==> config.mk <==
export PLATFORM = sky130hd
export DESIGN_NAME = pe_load_sequencer
export DESIGN_NICKNAME = d
export VERILOG_FILES = /design/src/rtl/pe_pkg.sv /design/src/rtl/pe_load_sequencer.sv
export SDC_FILE = /design/constraint.sdc
export NUM_CORES = 1
export LEC_CHECK = 0
export CAP_MARGIN = 30
export CORE_ASPECT_RATIO = 0.7
export CORE_MARGIN = 4
export CORE_UTILIZATION = 45
export DETAILED_ROUTE_END_ITERATION = 8
export GPL_TIMING_DRIVEN = 0
export PLACE_DENSITY = 0.76
export SLEW_MARGIN = 20
export SYNTH_ARGS = -nofsm -noshare
export SYNTH_HDL_FRONTEND = slang
export SYNTH_SLANG_ARGS = --single-unit
==> constraint.sdc <==
create_clock -name clk -period 4.3 [get_ports clk]
set_clock_uncertainty 0.1 [all_clocks]
set_input_delay 0.645 -clock clk [delete_from_list [all_inputs] [get_ports clk]]
set_output_delay 0.645 -clock clk [all_outputs]
set_load 0.02 [all_outputs]
==> src/rtl/pe_pkg.sv <==
`default_nettype none
// ============================================================================
// Module   : pe_pkg
// Brief    : Shared types and widths for the PE load sequencer and decoder.
// Revision : 1.0 - initial release
// ============================================================================
package pe_pkg;

  // Bank address width shared by the sequencer and the one-hot decoder.
  localparam int PE_ADDR_WIDTH = 3;

  typedef enum logic [1:0] {
    IDLE = 2'd0,
    LOAD = 2'd1,
    FIN  = 2'd2
  } pe_ld_state_t;

endpackage
`default_nettype wire

==> src/rtl/pe_load_sequencer.sv <==
`default_nettype none
// ============================================================================
// Module   : pe_load_sequencer
// Brief    : Turns a streamed operand burst into sequential decoder write
//            strobes with registered address and data.
// Revision : 1.0 - initial release
// ============================================================================
module pe_load_sequencer
  import pe_pkg::*;
#(
  parameter  int ADDR_WIDTH = PE_ADDR_WIDTH,
  parameter  int DATA_WIDTH = 8,
  localparam int DEPTH      = 1 << ADDR_WIDTH
) (
  input  logic                  clk,
  input  logic                  rst,
  input  logic                  start,
  input  logic [ADDR_WIDTH-1:0] base_addr,
  input  logic [ADDR_WIDTH:0]   len,
  input  logic                  abort,
  input  logic                  in_valid,
  input  logic [DATA_WIDTH-1:0] in_data,
  output logic                  in_ready,
  output logic [ADDR_WIDTH-1:0] dec_addr,
  output logic                  dec_en,
  output logic [DATA_WIDTH-1:0] wr_data,
  output logic                  busy,
  output logic                  done,
  output logic [ADDR_WIDTH:0]   count
);

  localparam int                 CNT_WIDTH = ADDR_WIDTH + 1;
  localparam logic [ADDR_WIDTH:0] DEPTH_C  = CNT_WIDTH'(DEPTH);

  pe_ld_state_t          state_q, state_d;
  logic [ADDR_WIDTH-1:0] ptr_q, ptr_d;
  logic [ADDR_WIDTH:0]   len_q, len_d;
  logic [ADDR_WIDTH:0]   count_q, count_d;
  logic [ADDR_WIDTH-1:0] dec_addr_q, dec_addr_d;
  logic                  dec_en_q, dec_en_d;
  logic [DATA_WIDTH-1:0] wr_data_q, wr_data_d;
  logic                  busy_q, busy_d;
  logic                  done_q, done_d;

  logic handshake;
  logic last_word;

  // Abort gates in_ready combinationally so a word offered alongside abort is refused.
  assign in_ready  = (state_q == LOAD) && !abort;
  assign handshake = in_valid && in_ready;
  assign last_word = (count_q == (len_q - CNT_WIDTH'(1)));

  always_comb begin
    state_d    = state_q;
    ptr_d      = ptr_q;
    len_d      = len_q;
    count_d    = count_q;
    dec_addr_d = dec_addr_q;
    wr_data_d  = wr_data_q;
    dec_en_d   = 1'b0;
    done_d     = 1'b0;

    case (state_q)
      IDLE: begin
        if (start && !abort) begin
          count_d = '0;
          if (len == '0) begin
            done_d = 1'b1;
          end else begin
            ptr_d   = base_addr;
            len_d   = (len > DEPTH_C) ? DEPTH_C : len;
            state_d = LOAD;
          end
        end
      end
      LOAD: begin
        if (abort) begin
          state_d = IDLE;
        end else if (handshake) begin
          dec_en_d   = 1'b1;
          dec_addr_d = ptr_q;
          wr_data_d  = in_data;
          ptr_d      = ptr_q + ADDR_WIDTH'(1);
          count_d    = count_q + CNT_WIDTH'(1);
          if (last_word) begin
            state_d = FIN;
            done_d  = 1'b1;
          end
        end
      end
      FIN: begin
        state_d = IDLE;
      end
      default: begin
        state_d = IDLE;
      end
    endcase

    busy_d = (state_d == LOAD);
  end

  always_ff @(posedge clk or posedge rst) begin
    if (rst) begin
      state_q    <= IDLE;
      ptr_q      <= '0;
      len_q      <= '0;
      count_q    <= '0;
      dec_addr_q <= '0;
      dec_en_q   <= 1'b0;
      wr_data_q  <= '0;
      busy_q     <= 1'b0;
      done_q     <= 1'b0;
    end else begin
      state_q    <= state_d;
      ptr_q      <= ptr_d;
      len_q      <= len_d;
      count_q    <= count_d;
      dec_addr_q <= dec_addr_d;
      dec_en_q   <= dec_en_d;
      wr_data_q  <= wr_data_d;
      busy_q     <= busy_d;
      done_q     <= done_d;
    end
  end

  assign dec_addr = dec_addr_q;
  assign dec_en   = dec_en_q;
  assign wr_data  = wr_data_q;
  assign busy     = busy_q;
  assign done     = done_q;
  assign count    = count_q;

endmodule
`default_nettype wire
[After elaboration in Yosys (flattened, before gate mapping)]
Cells that the tools add are included.
Cells by class
  add/sub/neg operators: 3
  order comparisons: 1
  equal/unequal tests: 7
  muxes and demuxes: 25
  bitwise operators: 2
  reductions and logical operators: 11
Operators by type and width (count)
  2-to-1 mux 4 bit: 4
  2-to-1 mux 3 bit: 4
  2-to-1 mux 2 bit: 5
  2-to-1 mux 1 bit: 8
  != test 2 bit (second input constant): 4
  one-hot mux 4 bit (2 select lines): 1
  one-hot mux 3 bit (2 select lines): 1
  AND reduction 3 bit: 2
  AND reduction 5 bit: 1
  adder 4 x 1 -> 4 bit (second input constant): 1
  == test 2 x 1 -> 1 bit (second input constant): 2
  == test 4 bit: 1
  > comparator 4 bit (second input constant): 1
  logical NOT 4 bit: 1
  one-hot mux 2 bit (2 select lines): 1
  AND reduction 4 bit: 1
  subtractor 4 x 1 -> 4 bit (second input constant): 1
  adder 3 x 1 -> 3 bit (second input constant): 1
  logical AND 1 bit: 3
  logical NOT 2 bit: 1
  inverter 1 bit: 2
  one-hot mux 1 bit (2 select lines): 1
  nonzero test 2 bit: 1
  logical NOT 1 bit: 1
Storage, ports and cells
  register bits: 27
  input port bits: 20
  logic and storage cells: 58

[Depth between registers and ports, before layout]
Gate-level depths: netlist of run 1.
  word-level depth: 7
  gate-level depth with buffers: 6

[Least setup slack after synthesis of run 1]
OpenSTA, ideal clock, no wires.
  kind: input to register
  start: input len[0]
  end: register busy_q, in the netlist busy
  setup time: 0.126 ns
  data arrival time: 1.616 ns
  data required time: 4.074 ns
  setup slack: 2.458 ns
  stages on the path: 4
  path buffers: 0
  cells stage by stage: or4_4 > nand2_2 > nand2_2 > o32a_1
On the way
  cells in the longest elaborated chain, start to end: 5
Ends and longest elaborated chain
  from (decl): RTL line pe_load_sequencer.sv:19  | input logic [ADDR_WIDTH:0] len,
  logical NOT 4 bit: RTL line pe_load_sequencer.sv:67  | if (len == '0) begin
  2-to-1 mux 2 bit: RTL line pe_load_sequencer.sv:67
  2-to-1 mux 2 bit: RTL line pe_load_sequencer.sv:65  | if (start && !abort) begin
  one-hot mux 2 bit (2 select lines): RTL line pe_load_sequencer.sv:63  | case (state_q)
  == test 2 x 1 -> 1 bit: RTL line pe_load_sequencer.sv:99  | busy_d = (state_d == LOAD);
  via busy_d: RTL line pe_load_sequencer.sv:42  | logic busy_q, busy_d;
  to (signal assigned): RTL line pe_load_sequencer.sv:121  | busy_q <= busy_d;
  to (decl): RTL line pe_load_sequencer.sv:42
The timed path passes the listed nets, and every way through them passes these cells.
A chain may end at the register's enable or synchronous reset.

[Worst setup path after layout of run 1]
  start: input abort
  end: output in_ready
On the way
  cells in the longest elaborated chain, start to end: 2
Ends and longest elaborated chain
  from (decl): RTL line pe_load_sequencer.sv:20  | input logic abort,
  logical NOT 1 bit: RTL line pe_load_sequencer.sv:49  | assign in_ready = (state_q == LOAD) && !abort;
  logical AND 1 bit: RTL line pe_load_sequencer.sv:49
  to (decl): RTL line pe_load_sequencer.sv:23  | output logic in_ready,
Every way passes these cells.

==> flow_summary.yaml, run 1 <==
synthesis:
  syn-num-nets: 146
  ys_top_cells_by_area: "dfrtp_1 (55%), nand2_1 (11%), xor2_1 (3.6%)"
  yosysTopAreaCell: "dfrtp_1"
  syn_inst: 123
  synth_top_area_share_pct: 54.88
  synth.most_common_cell: "nand2_1"
  synth_area_um2: 1231
  ys.flop_type: "dfrtp_1"
  synth.avg_cell_area_um2: 10.01
  synth-async-reset-ratio_pct: 100.0
  synthDistinctLibCells: 28
  seq_area_frac_synth_pct: 54.88
  synth.top_cells.by_count: "nand2_1 (37), dfrtp_1 (27), o21ai_0 (7)"
  synth_edf_count: 0
  synth_warnings: 0
  synth_seq_cells: 27
detailed_routing:
  wl_um: 2931
  avgViaCountPerCell: 5.065
  drc: 0
  dr.pass1.iters: 4
  route.vias.total: 1013
  drt_iter0_markers: 57
  wl_per_cell_um: 14.66
  antenna_left: 0
cts:
  holdBufCountCts: 0
  cts.sinks: 27
  cts_root_buf: "clkbuf_8"
  htreeDepth: 1
  clock_latency_ns: 0.27
  clkTransAtPathRegs_ns: 0.08
  cts_setup_buffers: 0
  cts-resized-gates: 0
  cts_tree: "yes"
  ctsLongestPathBuffers: 2
  cts_buffers: 3
sta:
  slew_headroom_pct: 64.36
  min_period_ns: 2.882
  drv_slew: 0
  setup_viol_count_final: 0
  finalCritPeriodShare_pct: 67.03
  max_freq_mhz: 347.0
  rsz0062_at_grt: "no"
  setup_ws_ns: 1.418
  worst_pin_slew_ns: 0.5324
  tns_ns: 0
  hold_violations: 0
global_routing:
  grt_max_degree: 20
  grt_pass1_wl_um: 4905
  track_usage_pct: 17.92
  grt_pass1_vias: 966
  overflow: 0
  antenna_found_initial: 0
critical_path:
  crit_top_cell: "clkdlybuf4s50_1"
  path_cells: "clkdlybuf4s50_1, nor3b_4, clkdlybuf4s50_1"
  path_buf_inv: 2
  slowest_delay_ns: 0.67
  r2r_end: "busy$_DFF_PP0_"
  crit_type: "input pin to output port"
  reg2reg_slack_ns: 2.61
  path_max_fanout: 4
  crit_path_end_kind: "output port"
  cp_slowest_cell: "clkdlybuf4s50_1"
  arrival_ns: 2.14
  rr_worst_depth: 5
  cpLargestDelayFamily: "buffers and inverters"
  worstReg2RegStart: "len_q[0]$_DFFE_PP0P_"
  required_ns: 3.56
  crit_path_start_kind: "input pin"
die:
  die_h_um: 51.77
  dieArea_um2: 3650
  ios: 39
  fp.dieW_um: 70.52
  core_area_um2: 2534
  start_util_pct: 48.59
  fp-row-count: 15
placed_design:
  numPortBuffers: 38
  dpl.cell_count: 196
  dp_hpwl_um: 2340
  routabilityCongestion: 0.7271
  dp_slack_ns: 1.408
worst_hold_path:
  min_path_type: "register to register"
  hold_start: "dec_addr[0]$_DFFE_PP0P_"
  hold_end: "dec_addr[0]$_DFFE_PP0P_"
  whs_path_depth: 2
run_status:
  status: "finished clean"
cells_and_area:
  stdcell_count: 200
  nets: 190
  area_delta_synth_final_pct: 39.23
  final_core_utilization_pct: 67.65
  layout-drive-gt1-share_pct: 8.434
  num_antenna_cells: 0
pwr:
  max-vdd-ir-drop_mv: 0.3095
  power.density_nw_per_um2: 506.6
  totalPowerFinal_w: 0.0008683
  power_leakage_nw: 0.7925
flow_run:
  drv_cap: 0
-- how the worst max path moves through the flow --
stage | depth (start not counted) | end | start | slack, ns
5_1_grt | 3 | in_ready | abort | 1.35
2_1_floorplan | 4 | busy$_DFF_PP0_ | len[0] | 2.46
6_report | 3 | in_ready | abort | 1.42
3_3_place_gp | 3 | in_ready | abort | 1.46
3_5_place_dp | 3 | in_ready | abort | 1.41
4_1_cts | 3 | in_ready | abort | 1.39
-- registers in the layout (all words and copies together) (netlist names) --
name / cells
ptr_q: 3
dec_addr: 3
busy: 1
len_q: 4
wr_data: 8
count: 4
state_q: 2
dec_en: 1
done: 1
-- per-stage QoR --
| stage | cell area, µm² | hold slack (ns) |
|---|---|---|
| after floorplan | 1231 | 0.3612 |
| after global placement | 1654 | 0.3588 |
| after detailed placement | 1669 | 0.3620 |
| after CTS | 1714 | 0.3840 |
| after global routing | 1714 | 0.4069 |
| final | 1714 | 0.3825 |
-- layout by cell type, fill, tap and decap left out, types with 4 or more instances in the layout --
| master | count |
|---|---|
| o21ai_0 | 7 |
| a21oi_1 | 4 |
| clkdlybuf4s50_1 | 38 |
| dfrtp_1 | 27 |
| nand3_1 | 5 |
| inv_1 | 5 |
| nand2_1 | 37 |
| xor2_1 | 5 |
-- per-layer routing --
layer / routed length [µm] / up-vias / track usage, %
met5: 0 / - / 0
met4: 51 / 0 / 7.643
met3: 220 / 4 / 4.826
met2: 1388 / 39 / 27.80
met1: 1271 / 470 / 23.77
li1: - / 500 / -
-- final cells by class --
type | instances | area, µm²
Fill cell | 223 | 819.5
Clock buffer | 4 | 45.04
Tap cell | 34 | 42.54
Multi-Input combinational cell | 88 | 523.0
Timing Repair Buffer | 39 | 395.4
Sequential cell | 27 | 675.6
Buffer | 2 | 8.758
Inverter | 6 | 23.77
-- worst min-delay path, stage by stage, from the launching register on --
cell and delay [ns]:
dfrtp_1 0.35, nand2_1 0.05, nand2_1 0.06
-- where the power goes --
group          switching [W]  internal, W  leakage (nW)
logic               0.000179     0.000168         0.425
registers          0.0000546     0.000326         0.345
clock network      0.0000749    0.0000664        0.0228
-- cell families after synthesis --
logic type / after synthesis / synth area share [%]
AOI/OAI and AO/OA: 18 / 9.147
xor gates and xnor gates: 8 / 5.691
adders and majority gates: 3 / 3.049
buffers and inverters: 8 / 2.641
DFF: 27 / 54.88
muxes: 1 / 0.8130
and+or+nand+nor: 58 / 23.78
Note: power is estimated with default switching activity, not from simulation.
==> run 2, diff against run 1 <==
- clock period: 4.3 -> 2.7 ns (I/O delays scaled with it)
==> results of run 2 <==
The final DEF is identical to that of run 1. Status: finished clean.
Main changes from that run: setup slack after placement 1.408 ns -> 0.2884 ns; clock-pin slew on the worst setup and hold paths 0.08 ns -> 0.09 ns; setup slack after layout 1.418 ns -> 0.2979 ns; hold slack 0.3825 ns -> 0.2935 ns; register-to-register setup slack 2.61 ns -> 1.01 ns; total power 0.0008683 W -> 0.001383 W; worst IR drop on VDD 0.3095 mV -> 0.4929 mV
==> run 3, diff against run 2 <==
- GPL_TIMING_DRIVEN: 0 -> 1
==> run 3 against run 2 <==
Worst setup slack improved by 0.056 ns. Clock-buffer cell count fell by 1. Critical path type unchanged. Combinational power fell by 1%. Register-to-register slack barely moved. Routed wire length fell by 4.7%. Largest power group unchanged. Global-route usage fell by 1.3 points. Fmax rose by 2.4%. Non-clock buffer count fell by 1. Critical path depth did not move. Hold slack improved by 0.086 ns. Sequential power fell by 1%. Power fell by 0.67%.
==> flow_summary.yaml, run 3 (synthesis results as in run 1) <==
die:
  core_area_um2: 2534
  fp-row-count: 15
  fp.dieW_um: 70.52
  dieArea_um2: 3650
  die_h_um: 51.77
  ios: 39
  start_util_pct: 48.59
critical_path:
  reg2reg_slack_ns: 1.02
  slowest_delay_ns: 0.65
  crit_path_start_kind: "input pin"
  arrival_ns: 1.84
  crit_top_cell: "clkdlybuf4s50_1"
  required_ns: 2.19
  crit_path_end_kind: "output port"
  path_max_fanout: 4
  path_cells: "clkdlybuf4s50_1, nor3b_4, clkdlybuf4s50_1"
  cp_slowest_cell: "clkdlybuf4s50_1"
  crit_type: "input pin to output port"
cts:
  cts_root_buf: "clkbuf_8"
  ctsLongestPathBuffers: 2
  cts.sinks: 27
  clock_latency_ns: 0.27
  cts_setup_buffers: 0
  htreeDepth: 1
  clkTransAtPathRegs_ns: 0.09
  holdBufCountCts: 0
  cts_tree: "yes"
  cts-resized-gates: 0
  cts_buffers: 3
placed_design:
  dp_slack_ns: 0.3443
  placed_cell_area_um2: 1660
  dp_hpwl_um: 2155
  routabilityCongestion: 0.7381
  dpl.cell_count: 195
  numPortBuffers: 38
global_routing:
  grt_pass1_vias: 1045
  antenna_found_initial: 0
  track_usage_pct: 16.67
  grt_pass1_wl_um: 4788
  grt_max_degree: 28
  overflow: 0
cells_and_area:
  mostFrequentLayoutCell: "clkdlybuf4s50_1"
  largest_reg_flops: 8
  num_antenna_cells: 0
  final_cell_area_um2: 1709
  layout-drive-gt1-share_pct: 9.091
  stdcell_count: 199
  nets: 189
  area_delta_synth_final_pct: 38.82
  final_cell_mix: "clkdlybuf4s50_1 (38), nand2_1 (37), dfrtp_1 (27)"
pwr:
  power_leakage_nw: 0.7866
  power.density_nw_per_um2: 803.7
  max-vdd-ir-drop_mv: 0.3727
sta:
  tns_ns: 0
  rsz0062_at_grt: "no"
  slew_headroom_pct: 63.77
  finalCritPeriodShare_pct: 86.88
  min_period_ns: 2.346
  drv_slew: 0
  worst_pin_slew_ns: 0.5411
  hold_violations: 0
  fin_hold_ws_ns: 0.3791
  setup_viol_count_final: 0
  max_freq_mhz: 426.3
  setup_ws_ns: 0.3541
detailed_routing:
  antenna_left: 0
  drt_iter0_markers: 61
  wl_um: 2792
  dr.pass1.iters: 4
  avgViaCountPerCell: 4.930
  route.vias.total: 981
  wl_per_cell_um: 14.03
  drc: 0
flow_run:
  drv_cap: 0
run_status:
  status: "finished clean"
worst_hold_path:
  min_path_type: "register to register"
[run 3: cell types whose count changed in the layout (fill, tap and decap cells not counted), sizes merged]
cell	change
clkinvlp	+1
clkbuf	-2
[run 3: final timing paths]
check                                             from                     end  depth (start not counted)
worst max-delay path                             abort                in_ready                          3
worst min-delay path            wr_data[1]$_DFFE_PP0P_  wr_data[1]$_DFFE_PP0P_                          2
worst max register to register    state_q[1]$_DFF_PP0_    len_q[1]$_DFFE_PP0P_                          4
worst min register to register  wr_data[1]$_DFFE_PP0P_  wr_data[1]$_DFFE_PP0P_                          2
max in group asynchronous                          rst    count[3]$_DFFE_PP0P_                          3
min in group asynchronous                          rst    state_q[1]$_DFF_PP0_                          3
[run 3: layout make-up]
cell class                 count  area (µm²)
inverter                       6       23.77
multi-input combinational     88       523.0
clock inverter                 1       7.507
fill                         204       824.5
clock buffer                   3       41.29
tap                           34       42.54
timing repair buffer          40       395.4
sequential                    27       675.6
[run 3: report_power, final]
part	switching [W]	internal, W
sequential	0.0000812	0.000519
clock	0.000125	0.000105
combinational	0.000278	0.000265
total	0.000485	0.000889
[run 3: metal layers]
metal | part of all wire, % | routed length, µm | global-route usage (%) | vias up
li1 | - | - | - | 493
met1 | 45 | 1261 | 20.88 | 461
met2 | 49 | 1365 | 29.50 | 25
met3 | 5.1 | 142 | 3.861 | 2
met4 | 0.82 | 23 | 3.822 | 0
met5 | 0 | 0 | 0 | -
[run 3: stage by stage]
| step | utilization (%) | total power [W] |
|---|---|---|
| 3_5_place_dp | 65.53 | 0.001157 |
| 3_3_place_gp | 65.53 | 0.001137 |
| 5_1_grt | 67.46 | 0.001463 |
| 2_1_floorplan | - | 0.0009013 |
| 4_1_cts | 67.46 | 0.001388 |
| 6_report | 67.46 | 0.001374 |
[run 3: critical path: cells and delay by family]
family        cells  cell delay, ns
buf+inv           2            1.16
simple gates      1            0.28
